[src/rtl/slide_pkg.sv]
// Shared encodings for the sliding-puzzle engine: move directions, FSM states, solved-board layout.
package slide_pkg;

    localparam logic [1:0] DIR_UP    = 2'd0;
    localparam logic [1:0] DIR_DOWN  = 2'd1;
    localparam logic [1:0] DIR_LEFT  = 2'd2;
    localparam logic [1:0] DIR_RIGHT = 2'd3;

    localparam int ID_BLANK = 0;

    typedef enum logic [2:0] {
        IDLE,
        SHUFFLE,
        PLAY,
        UPD0,
        UPD1,
        WON
    } state_t;

    // Tile ID held by cell idx on a solved board of `cells` cells.
    function automatic int home_id(input int idx, input int cells);
        return (idx == cells - 1) ? ID_BLANK : idx + 1;
    endfunction

endpackage

[src/rtl/slide_solved_check.sv]
// Registered solved flag: compares every cell against its home tile, one cycle behind the board.
module slide_solved_check
    import slide_pkg::*;
#(
    parameter int N = 4
) (
    input  logic                           clock,
    input  logic                           resetN,
    input  logic [N*N*$clog2(N*N)-1:0]     board,
    output logic                           solved
);

    localparam int NC     = N * N;
    localparam int CELL_W = $clog2(NC);

    logic match;

    always_comb begin
        match = 1'b1;
        for (int i = 0; i < NC; i++) begin
            if (board[i*CELL_W +: CELL_W] != CELL_W'(home_id(i, NC))) begin
                match = 1'b0;
            end
        end
    end

    always_ff @(posedge clock) begin
        if (!resetN) begin
            solved <= 1'b1;
        end else begin
            solved <= match;
        end
    end

endmodule

[src/rtl/slide_board_engine.sv]
// N x N sliding-puzzle engine: shuffle, legal-move swap, saturating move count, update strobes.
// One swap per cycle; player moves only accepted in PLAY, anything else is dropped (no queueing).
module slide_board_engine
    import slide_pkg::*;
#(
    parameter int N             = 4,
    parameter int CELL_W        = $clog2(N*N),
    parameter int CNT_W         = 8,
    parameter int SHUFFLE_MOVES = 64
) (
    input  logic              clock,
    input  logic              resetN,
    input  logic              start,
    input  logic              move_valid,
    input  logic [1:0]        move_dir,
    input  logic [1:0]        rand_in,
    input  logic [CELL_W-1:0] rd_addr,
    output logic [CELL_W-1:0] rd_id,
    output logic              upd_valid,
    output logic [CELL_W-1:0] upd_addr,
    output logic [CELL_W-1:0] blank_pos,
    output logic [CNT_W-1:0]  move_count,
    output logic              busy,
    output logic              ready,
    output logic              solved
);

    localparam int NC     = N * N;
    localparam int RC_W   = $clog2(N);
    localparam int STEP_W = $clog2(SHUFFLE_MOVES + 1);

    state_t state, state_nxt;

    logic [NC-1:0][CELL_W-1:0] board;
    logic [RC_W-1:0]           blank_row, blank_col, tgt_row, tgt_col;
    logic [CELL_W-1:0]         tgt_pos, prev_blank;
    logic [STEP_W-1:0]         step_cnt;
    logic [1:0]                dir;
    logic                      legal, board_home, solved_q;
    logic                      do_move, new_game, cnt_inc, step_inc;

    assign rd_id = board[rd_addr];

    // Blank's destination for the active direction; legal only if it stays on the board.
    always_comb begin
        dir     = (state == SHUFFLE) ? rand_in : move_dir;
        tgt_row = blank_row;
        tgt_col = blank_col;
        tgt_pos = blank_pos;
        legal   = 1'b0;
        case (dir)
            DIR_UP: begin
                legal   = (blank_row != RC_W'(N - 1));
                tgt_row = blank_row + RC_W'(1);
                tgt_pos = blank_pos + CELL_W'(N);
            end
            DIR_DOWN: begin
                legal   = (blank_row != '0);
                tgt_row = blank_row - RC_W'(1);
                tgt_pos = blank_pos - CELL_W'(N);
            end
            DIR_LEFT: begin
                legal   = (blank_col != RC_W'(N - 1));
                tgt_col = blank_col + RC_W'(1);
                tgt_pos = blank_pos + CELL_W'(1);
            end
            default: begin
                legal   = (blank_col != '0);
                tgt_col = blank_col - RC_W'(1);
                tgt_pos = blank_pos - CELL_W'(1);
            end
        endcase
    end

    // Shuffle exit must see the board as it is now, not the one-cycle-late registered flag.
    always_comb begin
        board_home = 1'b1;
        for (int i = 0; i < NC; i++) begin
            if (board[i] != CELL_W'(home_id(i, NC))) begin
                board_home = 1'b0;
            end
        end
    end

    slide_solved_check #(.N(N)) u_solved (
        .clock  (clock),
        .resetN (resetN),
        .board  (board),
        .solved (solved_q)
    );

    always_comb begin
        state_nxt = state;
        do_move   = 1'b0;
        new_game  = 1'b0;
        cnt_inc   = 1'b0;
        step_inc  = 1'b0;
        busy      = 1'b0;
        ready     = 1'b0;
        solved    = 1'b0;
        upd_valid = 1'b0;
        upd_addr  = '0;
        case (state)
            IDLE: begin
                solved = 1'b1;
                if (start) begin
                    new_game  = 1'b1;
                    state_nxt = SHUFFLE;
                end
            end
            SHUFFLE: begin
                busy = 1'b1;
                if (step_cnt == STEP_W'(SHUFFLE_MOVES) && !board_home) begin
                    state_nxt = PLAY;
                end else begin
                    do_move  = legal;
                    step_inc = 1'b1;
                end
            end
            PLAY: begin
                ready = 1'b1;
                if (start) begin
                    new_game  = 1'b1;
                    state_nxt = SHUFFLE;
                end else if (move_valid && legal) begin
                    do_move   = 1'b1;
                    cnt_inc   = 1'b1;
                    state_nxt = UPD0;
                end
            end
            UPD0: begin
                busy      = 1'b1;
                upd_valid = 1'b1;
                upd_addr  = prev_blank;
                state_nxt = UPD1;
            end
            UPD1: begin
                busy      = 1'b1;
                upd_valid = 1'b1;
                upd_addr  = blank_pos;
                state_nxt = solved_q ? WON : PLAY;
            end
            WON: begin
                solved = 1'b1;
                if (start) begin
                    new_game  = 1'b1;
                    state_nxt = SHUFFLE;
                end
            end
            default: state_nxt = IDLE;
        endcase
    end

    always_ff @(posedge clock) begin
        if (!resetN) begin
            state <= IDLE;
            for (int i = 0; i < NC; i++) begin
                board[i] <= CELL_W'(home_id(i, NC));
            end
            blank_pos  <= CELL_W'(NC - 1);
            blank_row  <= RC_W'(N - 1);
            blank_col  <= RC_W'(N - 1);
            prev_blank <= '0;
            step_cnt   <= '0;
            move_count <= '0;
        end else begin
            state <= state_nxt;
            if (do_move) begin
                board[blank_pos] <= board[tgt_pos];
                board[tgt_pos]   <= CELL_W'(ID_BLANK);
                prev_blank       <= blank_pos;
                blank_pos        <= tgt_pos;
                blank_row        <= tgt_row;
                blank_col        <= tgt_col;
            end
            if (new_game) begin
                step_cnt   <= '0;
                move_count <= '0;
            end else begin
                if (step_inc && step_cnt != STEP_W'(SHUFFLE_MOVES)) begin
                    step_cnt <= step_cnt + STEP_W'(1);
                end
                if (cnt_inc && move_count != '1) begin
                    move_count <= move_count + CNT_W'(1);
                end
            end
        end
    end

endmodule
[config.mk]
export PLATFORM = sky130hd
export DESIGN_NAME = slide_board_engine
export DESIGN_NICKNAME = d
export VERILOG_FILES = /design/src/rtl/slide_pkg.sv /design/src/rtl/slide_solved_check.sv /design/src/rtl/slide_board_engine.sv
export SDC_FILE = /design/constraint.sdc
export NUM_CORES = 1
export LEC_CHECK = 0
export BUFFER_PORTS_ARGS = -buffer_cell sky130_fd_sc_hd__buf_4
export CORE_MARGIN = 2
export CORE_UTILIZATION = 61
export DETAILED_ROUTE_END_ITERATION = 12
export MAX_ROUTING_LAYER = met4
export PLACE_DENSITY = 0.8
export RECOVER_POWER = 25
export SLEW_MARGIN = 10
export SYNTH_ARGS = -nofsm -noshare
export SYNTH_HDL_FRONTEND = slang
export SYNTH_SLANG_ARGS = --single-unit
[constraint.sdc]
create_clock -name clock -period 7.3 [get_ports clock]
set_input_delay 0.73 -clock clock [delete_from_list [all_inputs] [get_ports clock]]
set_output_delay 0.73 -clock clock [all_outputs]
set_load 0.02 [all_outputs]
==> impl_summary.log <==
INFO  metric clock_latency = 0.40 ns
INFO  metric worst_hold_class = flip-flop to flip-flop
INFO  metric routed-via-count = 5972
INFO  metric min_path_cells = 2
INFO  metric top_level_i_o_count = 36
INFO  metric num_cts_buffers = 9
INFO  metric cts_post_setup_buffers_inserted = 0
INFO  metric cts.htree.levels = 3
INFO  metric fp.dieW = 104 um
INFO  metric fillers = 850
INFO  metric synth_cells = 681
INFO  metric first_pass_iters = 6
INFO  metric clock-sinks = 95
INFO  metric powerDensity = 464 nW/um2
INFO  metric drt_drc_violations_left = 0
INFO  metric yosys_most_used_dff = sky130_fd_sc_hd__dfxtp_1
INFO  metric port_buffers = 35
INFO  metric synth_nets = 699
INFO  metric die_area = 10900 um2
INFO  metric timing.final.crit_period = 5.57 ns
INFO  metric hold_buffers = 0
INFO  metric num-nets-final = 705
INFO  metric wire_per_inst = 23.5 um
INFO  metric grtUsageTotal = 0.372
INFO  metric max_cap_viol_count = 1
INFO  metric synth-adder-area-share = 0.0134
INFO  metric grt_remaining_overflow = 0
INFO  metric die_h = 104 um
INFO  metric slew_headroom = -0.837
INFO  metric most-common-layout-cells = sky130_fd_sc_hd__dfxtp_1 (94), sky130_fd_sc_hd__nand2_1 (66), sky130_fd_sc_hd__nor2_1 (48)
INFO  metric wirelength = 19400 um
INFO  metric grt_start_max_net_pins = 53
INFO  metric synth_cell_types = 80
INFO  metric timing.critical_path.required = 7.64 ns
INFO  metric mux_cell_area_share_after_synthesis = 0.149
INFO  metric max_clock_skew = 0.0178 ns
INFO  metric synth-edff-count = 0
INFO  metric ant_nets = 0
INFO  metric min-delay-start = prev_blank[3]$_SDFFE_PN0P_
INFO  metric finish.utilization = 0.666
INFO  metric clock_tree.buffer_depth = 2
INFO  metric fin_setup_tns = 0 ns
INFO  metric number_of_slew_limit_violations_in_the_final_report = 50
INFO  metric hold_end = prev_blank[3]$_SDFFE_PN0P_
INFO  metric grt_first_pass_wirelength = 30700 um
INFO  metric antenna_violations_before_repair = 0
INFO  metric ys_seq_elements = 95
INFO  metric antenna-diode-count = 0
INFO  metric post_synth_xor_area_fraction = 0.0356
INFO  metric ys_async_sr_fraction = 0
INFO  metric floorplan.initialDensity = 0.628
INFO  metric final_setup_violation_count = 0
INFO  metric crit_path_end_kind = flip-flop
INFO  metric clkTransAtPathRegs = 0.10 ns
INFO  metric viasPerCell = 7.24
INFO  metric synthesis.yosys.warnings = 0
INFO  metric synth-simple-area-share = 0.180
INFO  metric power.ir.vdd_worst = 0.000411 V
INFO  metric clock_tree.root_cell = sky130_fd_sc_hd__clkbuf_8
INFO  metric drt_iter0_drc = 714
INFO  metric synthToLayoutAreaGrowth = 5.99%
INFO  metric core_region_area = 9770 um2
INFO  metric maxClockFrequency = 179 MHz
INFO  metric timing_worst_setup_path_type = flip-flop to flip-flop
INFO  metric cts.repair.resized = 0
INFO  metric worstMarginPinSlew = 2.75 ns
INFO  metric timing.rr.end = board[0]$_SDFFE_PN1P_
INFO  metric violations_in_the_final_reports = capacitance limit, slew limit
INFO  metric main_combinational_cell_family_by_area_after_synthesis = compound AO/OA/AOI/OAI gates
INFO  metric synth_compound_gate_area_share = 0.262
INFO  metric drive_above_1_share = 0.126
INFO  metric crit_arrival = 5.91 ns
INFO  metric postSynthAreaPerCell = 9.02 um2
INFO  metric number_of_global_route_vias_before_repair = 5522
INFO  metric finalHoldViolCount = 0
INFO  metric gpl.final_weighted_congestion = 0.995
INFO  metric hpwlAfterDp = 14000 um
INFO  metric cts_tree = built
INFO  metric crit_path_start = blank_pos[0]$_SDFFE_PN1P_
INFO  metric leakagePower = 2.43 nW
INFO  metric grt_setup_unrepaired = no
INFO  metric timing.reg2reg.setup_slack = 1.73 ns
INFO  metric placement_rows = 36
INFO  metric crit_start_category = flip-flop
INFO  metric outcome = finished with violations
INFO  metric rr_worst_depth = 9
INFO  metric synth.yosys.seq_area_share = 0.310
INFO  metric post_synth_instance_area = 6140 um2
INFO  metric worstReg2RegStart = blank_pos[0]$_SDFFE_PN1P_
INFO  metric final_critical_path_share_of_the_clock_period = 0.764
INFO  metric most_common_cell_after_layout_fill_and_taps_aside = sky130_fd_sc_hd__dfxtp_1
INFO  metric crit_fanout = 49
## report_power, final
part | switching (W) | internal [W]
sequential | 0.000131 | 0.000596
clock | 0.000204 | 0.000162
combinational | 0.00129 | 0.000644
total | 0.00162 | 0.00140
## stage by stage
stage                     setup slack (ns)  instance area (um2)  hold WS (ns)  total power, W  instances
final                                 1.73                 6510         0.463         0.00302        825
after global routing                  1.56                 6510         0.493         0.00316        825
after CTS                             2.12                 6590         0.460         0.00295        825
after detailed placement              1.92                 6390         0.447         0.00259        809
after global placement                2.14                 6390         0.442         0.00255        809
after floorplan                       3.03                 6140         0.436         0.00212        681
## cell usage after synthesis, drive strengths merged, types with 4 or more instances
cell	instances	area [um2]
mux4	21	473
nand2	66	248
a21o	5	45.0
o32ai	5	51.3
a221oi	5	56.3
o21a	6	45.0
a22oi	5	37.5
xor2	8	70.1
nand4b	4	35.0
buf	26	159
nand2b	9	56.3
or3	4	25.0
or4	4	33.8
a221o	15	150
nor4	10	68.8
a211oi	17	160
xnor2	17	149
clkbuf	20	75.1
o2bb2ai	14	123
inv	18	67.6
nand3	16	80.1
nor2b	7	43.8
nor3	16	85.1
o21ai	31	155
or4b	4	40.0
a32o	6	60.1
nor2	51	204
dfxtp	95	1900
o221ai	8	70.1
nand4	10	62.6
o211ai	16	120
and3	5	31.3
a22o	6	52.6
a211o	4	35.0
mux2i	43	430
ha	5	62.6
and2	4	25.0
a21oi	31	159
o22ai	8	50.1
## routing by layer
layer | global-route usage | routed length (um)
met2 | 0.525 | 8400
met4 | 0.142 | 743
met1 | 0.492 | 7600
met3 | 0.127 | 2630
met5 | - | 0
## logic make-up after synthesis
| kind of cell | after synthesis |
|---|---|
| adder cells (fa/ha/maj) | 6 |
| AO/OA/AOI/OAI | 207 |
| flip-flops | 95 |
| buffers and inverters | 66 |
| multiplexers | 65 |
| AND/OR/NAND/NOR | 217 |
| XOR/XNOR | 25 |
## final cells by class
class,count,area [um2],share of cell area
clock inverter,6,68.8,0.0106
tap,133,166,0.0256
multi-input combinational,520,3940,0.605
clock buffer,10,128,0.0196
inverter,20,75.1,0.0115
sequential,95,1900,0.292
timing repair buffer,41,233,0.0357
## worst max-delay path: stages (launching register included)
cell,delay (ns)
sky130_fd_sc_hd__dfxtp_2,0.32
sky130_fd_sc_hd__clkbuf_1,1.94
sky130_fd_sc_hd__fa_1,0.84
sky130_fd_sc_hd__and2_1,0.25
sky130_fd_sc_hd__a22oi_1,0.58
sky130_fd_sc_hd__a211oi_1,0.14
sky130_fd_sc_hd__a221oi_1,0.39
sky130_fd_sc_hd__o22ai_1,0.18
sky130_fd_sc_hd__a211oi_2,0.59
sky130_fd_sc_hd__a311o_1,0.28
## flip-flops by register name, summed over array words and instances (netlist names)
name,flops
move_count,8
blank_col,2
board,64
state,3
prev_blank,4
blank_pos,4
blank_row,2
u_solved.solved,1
step_cnt,7
## worst max path at each step
stage / slack, ns / to
floorplan: 3.03 / board[43]$_SDFFE_PN1P_
global placement: 2.14 / board[6]$_SDFFE_PN0P_
detailed placement: 1.92 / board[6]$_SDFFE_PN0P_
CTS: 2.12 / board[14]$_SDFFE_PN1P_
global route: 1.56 / board[0]$_SDFFE_PN1P_
finish: 1.73 / board[0]$_SDFFE_PN1P_
Note: power is estimated with default switching activity, not from simulation.
